## config.mk

```make
export PLATFORM = sky130hd
export DESIGN_NAME = uart_word_assembler
export DESIGN_NICKNAME = d
export VERILOG_FILES = /design/src/rtl/uart_word_assembler.sv
export SDC_FILE = /design/constraint.sdc
export NUM_CORES = 1
export LEC_CHECK = 0
export BUFFER_PORTS_ARGS = -buffer_cell sky130_fd_sc_hd__clkbuf_2
export CAP_MARGIN = 20
export CORE_MARGIN = 5
export CORE_UTILIZATION = 50
export DETAILED_ROUTE_END_ITERATION = 10
export PLACE_DENSITY = 0.72
export SYNTH_ARGS = -nofsm -noshare
export SYNTH_HDL_FRONTEND = slang
export SYNTH_SLANG_ARGS = --single-unit
export TNS_END_PERCENT = 20
```

## constraint.sdc

```tcl
create_clock -name clk -period 2.95 [get_ports clk]
set_input_delay 0.59 -clock clk [delete_from_list [all_inputs] [get_ports clk]]
set_output_delay 0.59 -clock clk [all_outputs]
set_load 0.05 [all_outputs]
```

## src/rtl/uart_word_assembler.sv

```systemverilog
// rtl/uart_word_assembler.sv - UART byte pairs to 16-bit big-endian words via show-ahead FIFO.
// Optional inter-byte timeout compiled in with UART_ASM_TIMEOUT_EN.
module uart_word_assembler #(
  parameter int FIFO_DEPTH   = 4,
  parameter int BYTE_TIMEOUT = 50000
) (
  input  logic                        clk,
  input  logic                        rst,
  input  logic                        rx_done,
  input  logic [7:0]                  rx_data,
  input  logic                        word_ready,
  output logic                        word_valid,
  output logic [15:0]                 word_data,
  output logic [$clog2(FIFO_DEPTH):0] fifo_count,
  output logic                        overflow,
  output logic                        timeout_err,
  input  logic                        err_clr
);

  localparam int AW = $clog2(FIFO_DEPTH);
  localparam int CW = AW + 1;
  localparam logic [CW-1:0] DEPTH_C = CW'(FIFO_DEPTH);

  typedef enum logic {WAIT_HI, WAIT_LO} state_t;

  state_t        state_q;
  logic          rx_done_q;
  logic [7:0]    hi_q;
  logic [15:0]   mem_q [FIFO_DEPTH];
  logic [AW-1:0] wr_ptr_q;
  logic [AW-1:0] rd_ptr_q;
  logic [CW-1:0] count_q;
  logic          overflow_q;

  logic accept;
  logic pop;
  logic push_req;
  logic push_ok;
  logic to_fire;

  assign accept   = rx_done && !rx_done_q;
  assign pop      = (count_q != '0) && word_ready;
  assign push_req = (state_q == WAIT_LO) && accept;
  // A full FIFO still takes the word when the head leaves on the same edge.
  assign push_ok  = push_req && ((count_q < DEPTH_C) || pop);

`ifdef UART_ASM_TIMEOUT_EN
  localparam logic [15:0] TO_LAST = 16'(BYTE_TIMEOUT - 1);
  logic [15:0] cnt_q;
  logic        timeout_err_q;
  assign to_fire     = (state_q == WAIT_LO) && !accept && (cnt_q == TO_LAST);
  assign timeout_err = timeout_err_q;
`else
  assign to_fire     = 1'b0;
  assign timeout_err = 1'b0;
`endif

  always_ff @(posedge clk or negedge rst) begin
    if (!rst) begin
      state_q    <= WAIT_HI;
      rx_done_q  <= 1'b0;
      hi_q       <= '0;
      wr_ptr_q   <= '0;
      rd_ptr_q   <= '0;
      count_q    <= '0;
      overflow_q <= 1'b0;
      for (int i = 0; i < FIFO_DEPTH; i++) begin
        mem_q[i] <= '0;
      end
`ifdef UART_ASM_TIMEOUT_EN
      cnt_q         <= '0;
      timeout_err_q <= 1'b0;
`endif
    end else begin
      rx_done_q <= rx_done;

      case (state_q)
        WAIT_HI: begin
          if (accept) begin
            hi_q    <= rx_data;
            state_q <= WAIT_LO;
`ifdef UART_ASM_TIMEOUT_EN
            cnt_q   <= '0;
`endif
          end
        end
        WAIT_LO: begin
          if (accept || to_fire) begin
            state_q <= WAIT_HI;
          end
`ifdef UART_ASM_TIMEOUT_EN
          else begin
            cnt_q <= cnt_q + 16'd1;
          end
`endif
        end
        default: state_q <= WAIT_HI;
      endcase

      if (push_ok) begin
        mem_q[wr_ptr_q] <= {hi_q, rx_data};
        wr_ptr_q        <= wr_ptr_q + 1'b1;
      end
      if (pop) begin
        rd_ptr_q <= rd_ptr_q + 1'b1;
      end
      if (push_ok && !pop) begin
        count_q <= count_q + 1'b1;
      end else if (!push_ok && pop) begin
        count_q <= count_q - 1'b1;
      end

      // An error event on the same edge as err_clr keeps the flag set.
      overflow_q <= (push_req && !push_ok) || (overflow_q && !err_clr);
`ifdef UART_ASM_TIMEOUT_EN
      timeout_err_q <= to_fire || (timeout_err_q && !err_clr);
`endif
    end
  end

  assign word_valid = (count_q != '0);
  assign word_data  = mem_q[rd_ptr_q];
  assign fifo_count = count_q;
  assign overflow   = overflow_q;

endmodule

```

* Word-level counts from Yosys, hierarchy flattened
Cells that the tools add are included.
Storage, ports and cells: flip-flop bits (word level) 82, input bits 13, output and inout port bits 22, logic and storage cells 51
Operators by class: $add $sub $neg 4, $lt $le $gt $ge 4, muxes and demuxes 11, bitwise operators 3, reduce and logical (&&, ||, !) cells 18
Operator list (count):
- $bwmux 64 | 1
- $mux 16 | 3
- $bmux 16 s2 | 1
- $demux 16 s2 | 1
- $logic_and 1x1->1 | 9
- $ge 3x3->1 const B | 2
- $mux 3 | 2
- $not 2->3 | 2
- $add 2x1->2 const B | 2
- $logic_not 1->1 | 4
- $add 3x1->3 const B | 1
- $lt 3x1->1 const B | 1
- $lt 3x3->1 const B | 1
- $reduce_bool 3->1 | 1
- $sub 3x1->3 const B | 1
- $logic_or 1x1->1 | 2
- $mux 1 | 2
- $pmux 1 s2 | 1
- $reduce_and 2->1 | 1
- $reduce_bool 2->1 | 1
- $not 1->1 | 1

* Longest topological paths before layout
depth after elaboration 8, depth in mapped cells 10, mapped depth without buffers 10

* Worst setup path before layout
OpenSTA, ideal clock, no wires.
path type reg2reg, from register count_q[2], in the netlist fifo_count[2], to register count_q[2], in the netlist fifo_count[2], library setup time 0.083 ns, arrival time 2.474 ns, slack 0.394 ns, stages on the path, launching flop included 9, buffers on the path 0, clock period less this slack 2.556 ns, cell sequence dfrtp_1 or3_2 nand2_1 ha_1 inv_1 fa_1 xor2_1 nor2_1 xor2_1
On the way: longest elaborated chain between the ends 7, elaborated cells between the ends (all ways) 14, classes of those cells 2 x add/sub; 1 x order compare; 2 x mux; 9 x reduce/logical
RTL lines:
- start: declaration | RTL line 32 | logic [CW-1:0] count_q;
- start signal: assignment | RTL line 108 | count_q <= count_q + 1'b1;
- start signal: assignment | RTL line 110 | count_q <= count_q - 1'b1;
- $reduce_bool 3->1 *
- via word_valid | RTL line 12 | output logic word_valid,
- $logic_and 1x1->1 * | RTL line 42 | assign pop = (count_q != '0) && word_ready;
- $logic_or 1x1->1 | RTL line 45 | assign push_ok = push_req && ((count_q < DEPTH_C) || pop);
- $logic_and 1x1->1 | RTL line 45
- $logic_not 1->1 | RTL line 109 | end else if (!push_ok && pop) begin
- $logic_and 1x1->1 | RTL line 109
- $reduce_bool 2->1 (no line)
The timed path passes the listed nets; every way through them passes the cells marked *. The select of a mux whose other input is x is not followed. A chain may end at the register's enable or synchronous reset.

* Final worst setup path
from register rd_ptr_q[0], to output port word_data[9]
On the way: longest elaborated chain between the ends 4
RTL lines:
- start: declaration | RTL line 31 | logic [AW-1:0] rd_ptr_q;
- start signal: assignment | RTL line 105 | rd_ptr_q <= rd_ptr_q + 1'b1;
- $not 2->3 (not written as such) | RTL line 122 | assign word_data = mem_q[rd_ptr_q];
- $bmux 16 s2 | RTL line 122
- $mux 16 (not written as such) (2 in series) | RTL line 122
- end: declaration | RTL line 13 | output logic [15:0] word_data,
No other way between the ends. The select of a mux whose other input is x is not followed.

==> summary by stage <==
Run status
The run finished with clean final reports.

Synth
The Yosys step of the flow raised 0 warnings. The number of nets in the synthesized netlist is 242. The main combinational cell family by area after synthesis is multiplexers. In this run the mean area of a mapped cell was 17.3 um2. The mux contribution to synthesized area is 35.1%. By count the netlist is led by sky130_fd_sc_hd__dfrtp_1, sky130_fd_sc_hd__mux2_4, sky130_fd_sc_hd__mux2_2. The distinct cell type count of the synthesized netlist is 23. Yosys instantiated no cell more often than sky130_fd_sc_hd__dfrtp_1. The share of synthesized area occupied by flip-flops and latches is 53.6%. Among all flip-flop cells after synthesis, the most frequent one is sky130_fd_sc_hd__dfrtp_1. The number of flops mapped to enable cells by yosys is 0.

Synthesis produced 221 cells. After Yosys synthesis, and, or, nand and nor cells account for 1.80% of the synthesized area. Synthesis inferred 82 register bits. Of the total synthesized cell area, the portion taken by full adders, half adders and majority gates is 2.81%.

The fraction of synthesized cell area in xor and xnor cells is 1.37%. The area share of the largest cell type after synthesis is 53.6%. The biggest area contributor in the post-synthesis netlist is sky130_fd_sc_hd__dfrtp_1. After synthesis, the cell types taking the most area are sky130_fd_sc_hd__dfrtp_1, sky130_fd_sc_hd__mux2_4, sky130_fd_sc_hd__mux2_2. Counting flops with an async set or reset pin after synthesis yields a share of 100%. The post-synthesis instance area is 3830 um2. The complex-gate fraction of the synthesized area is 0.164%.

GRT
The maximum number of pins on one net before global-route repair is 83. The via count of the first global-routing pass is 2040. The total overflow left after global routing is 0. The global-route wire length before repair is 11.0 mm.

The total routing resource utilization after global routing is 14.9%. The initial antenna violation count is 0.

STA
The minimum clock period after layout is 2.58 ns. The accumulated negative setup slack is 0 ns. The final count of hold timing violations came to 0.

Hold timing on the final database bottoms out at a slack of 0.0581 ns. Setup repair after global routing left no endpoint under its margin. The number of pins exceeding their max-slew limit in the final report came to 0. The maximum clock skew at final layout is 0.00564 ns. The final critical path takes up 87.4% of the cycle. Setup violations remaining at the end of the flow were counted as 0. The maximum clock frequency is 388 MHz.

Cells and area
The share of final-layout standard cells stronger than drive strength 1 is 56.4%. The repair_antennas step left the layout with diodes totalling 0. The area overhead of the layout relative to synthesis is 12.0%.

The net total in the final layout is 281.

Worst setup path
The cell depth of the worst flop-to-flop path is 8. In this run the critical register-to-register path is launched from fifo_count[2]$_DFFE_PN0P_. Along the worst path, the maximum fanout reaches 7. The worst setup path is launched from a flop.

The data required time of the worst path is 2.36 ns. Data on the critical path arrives at its endpoint at 1.99 ns. The critical path is of the flop to primary output type. Across all register-to-register paths, the minimum setup slack is 0.75 ns. The terminus of the critical flop-to-flop path is fifo_count[2]$_DFFE_PN0P_.

The critical path capture point type is a primary output.

Clock network
In this run the post-CTS setup repair buffer count came out at 0. The quantity of gates resized following cts is 0. CTS built an H-tree with a depth of 3. The clock slew at the register clock pins of the worst setup and hold paths is 0.08 ns. In this run the clock root is driven by a sky130_fd_sc_hd__clkbuf_8. No sink is reached through more buffers than the 2 on the longest clock path. The number of CTS-inserted buffers is 9. The number of hold buffers added after CTS was 0. TritonCTS built the clock tree. The tree built by TritonCTS fans out to 82 sinks.

The clock latency at the later pin of the worst-skew pair is 0.35 ns.

Job
The tool flagged a number of max-cap violations equal to 0.

Die
The count of boundary I/O pins is 35. The height of the die is 97.5 um. The placeable core region is 7370 um2.

The initial core utilization is 51.9%. The floorplan step defined a die boundary enclosing 9500 um2. The width of the die is 97.5 um. The total number of placement rows is 31.

Detailed routing
The number of vias per cell is 5.18. The count of TritonRoute iterations in the first routing pass is 4. The first routing iteration left 86 violations. The remaining antenna violation count after routing is 0. After detailed routing, the average wire length per cell comes to 17.6 um. The total number of vias is 1881. The total routed wirelength is 6.37 mm. In the routed design, unresolved DRC markers number 0.

Placement
The count of buffers added on input and output ports is 33. The global placement routability congestion is 0.675. The wire-length estimate of the detail-placed layout is 4.16 mm.

Hold path
The path class of the tightest hold or removal check is primary input to asynchronous set/reset pin.
cell families (layout without fill, tap and decap cells):
kind of cell | after synthesis | after routing
AOI/OAI and AO/OA | 1 | 1
xor gates and xnor gates | 6 | 6
and+or+nand+nor | 11 | 11
DFF | 82 | 82
muxes | 90 | 90
buffers and inverters | 22 | 65
other | 1 | 1
adders and majority gates | 8 | 8
worst max-delay path, cell delays in order (launching register included):
cell                       delay, ns
sky130_fd_sc_hd__dfrtp_1        0.59
sky130_fd_sc_hd__buf_4          0.28
sky130_fd_sc_hd__mux4_2         0.52
sky130_fd_sc_hd__clkbuf_2       0.25
layout by cell type, fill, tap and decap left out, types with 2 or more instances in the layout:
| cell type | netlist | layout |
|---|---|---|
| sky130_fd_sc_hd__mux2_4 | 40 | 40 |
| sky130_fd_sc_hd__buf_4 | 3 | 9 |
| sky130_fd_sc_hd__ha_1 | 7 | 7 |
| sky130_fd_sc_hd__dfrtp_1 | 82 | 82 |
| sky130_fd_sc_hd__clkbuf_2 | 0 | 32 |
| sky130_fd_sc_hd__and3_1 | 4 | 4 |
| sky130_fd_sc_hd__clkbuf_8 | 0 | 10 |
| sky130_fd_sc_hd__bufinv_16 | 0 | 3 |
| sky130_fd_sc_hd__nand2_1 | 2 | 2 |
| sky130_fd_sc_hd__xor2_1 | 2 | 2 |
| sky130_fd_sc_hd__inv_1 | 8 | 8 |
| sky130_fd_sc_hd__mux2_2 | 34 | 34 |
| sky130_fd_sc_hd__mux4_2 | 16 | 16 |
| sky130_fd_sc_hd__xnor2_1 | 4 | 4 |
worst max-delay path by stage:
| stage | to | slack (ns) | cells past startpoint | startpoint |
|---|---|---|---|---|
| global placement | fifo_count[2]$_DFFE_PN0P_ | 0.60 | 11 | rx_done |
| detailed placement | fifo_count[2]$_DFFE_PN0P_ | 0.53 | 11 | rx_done |
| finish | word_data[9] | 0.37 | 3 | rd_ptr_q[0]$_DFFE_PN0P_ |
| floorplan | fifo_count[2]$_DFFE_PN0P_ | 0.39 | 8 | fifo_count[2]$_DFFE_PN0P_ |
| global route | word_data[6] | 0.23 | 3 | rd_ptr_q[0]$_DFFE_PN0P_ |
| CTS | word_data[11] | 0.30 | 3 | rd_ptr_q[0]$_DFFE_PN0P_ |
registers in the layout, summed over array words and instances (netlist names):
| register | cells |
|---|---|
| rx_done_q | 1 |
| rd_ptr_q | 2 |
| mem_q | 64 |
| wr_ptr_q | 2 |
| hi_q | 8 |
| overflow | 1 |
| state_q | 1 |
| fifo_count | 3 |
layer usage:
layer	global-route usage (%)	routed length [um]	share of wire, %	vias up
li1	-	-	-	863
met1	20.4	2890	45	975
met2	22.2	3090	48	37
met5	0	0	0	-
met3	5.31	314	4.9	6
met4	5.11	82	1.3	0
layout make-up:
| type | count | area (um2) |
|---|---|---|
| Tap cell | 99 | 124 |
| Sequential cell | 82 | 2050 |
| Fill cell | 576 | 3090 |
| Timing Repair Buffer | 42 | 255 |
| Clock buffer | 10 | 138 |
| Inverter | 8 | 30.0 |
| Clock inverter | 5 | 103 |
| Multi-Input combinational cell | 117 | 1580 |
through the flow:
stage / util (%) / instance area (um2) / instances / setup WS [ns]
after floorplan: - / 3830 / 221 / 0.394
after CTS: 57.8 / 4260 / 362 / 0.303
after global routing: 58.1 / 4280 / 363 / 0.231
final: 58.1 / 4280 / 363 / 0.371
after global placement: 54.5 / 4020 / 347 / 0.602
after detailed placement: 54.5 / 4020 / 347 / 0.529
Power is left out: the tool's default activity adds up to more than one toggle a clock period on the data nets, which glitch-free logic cannot reach.
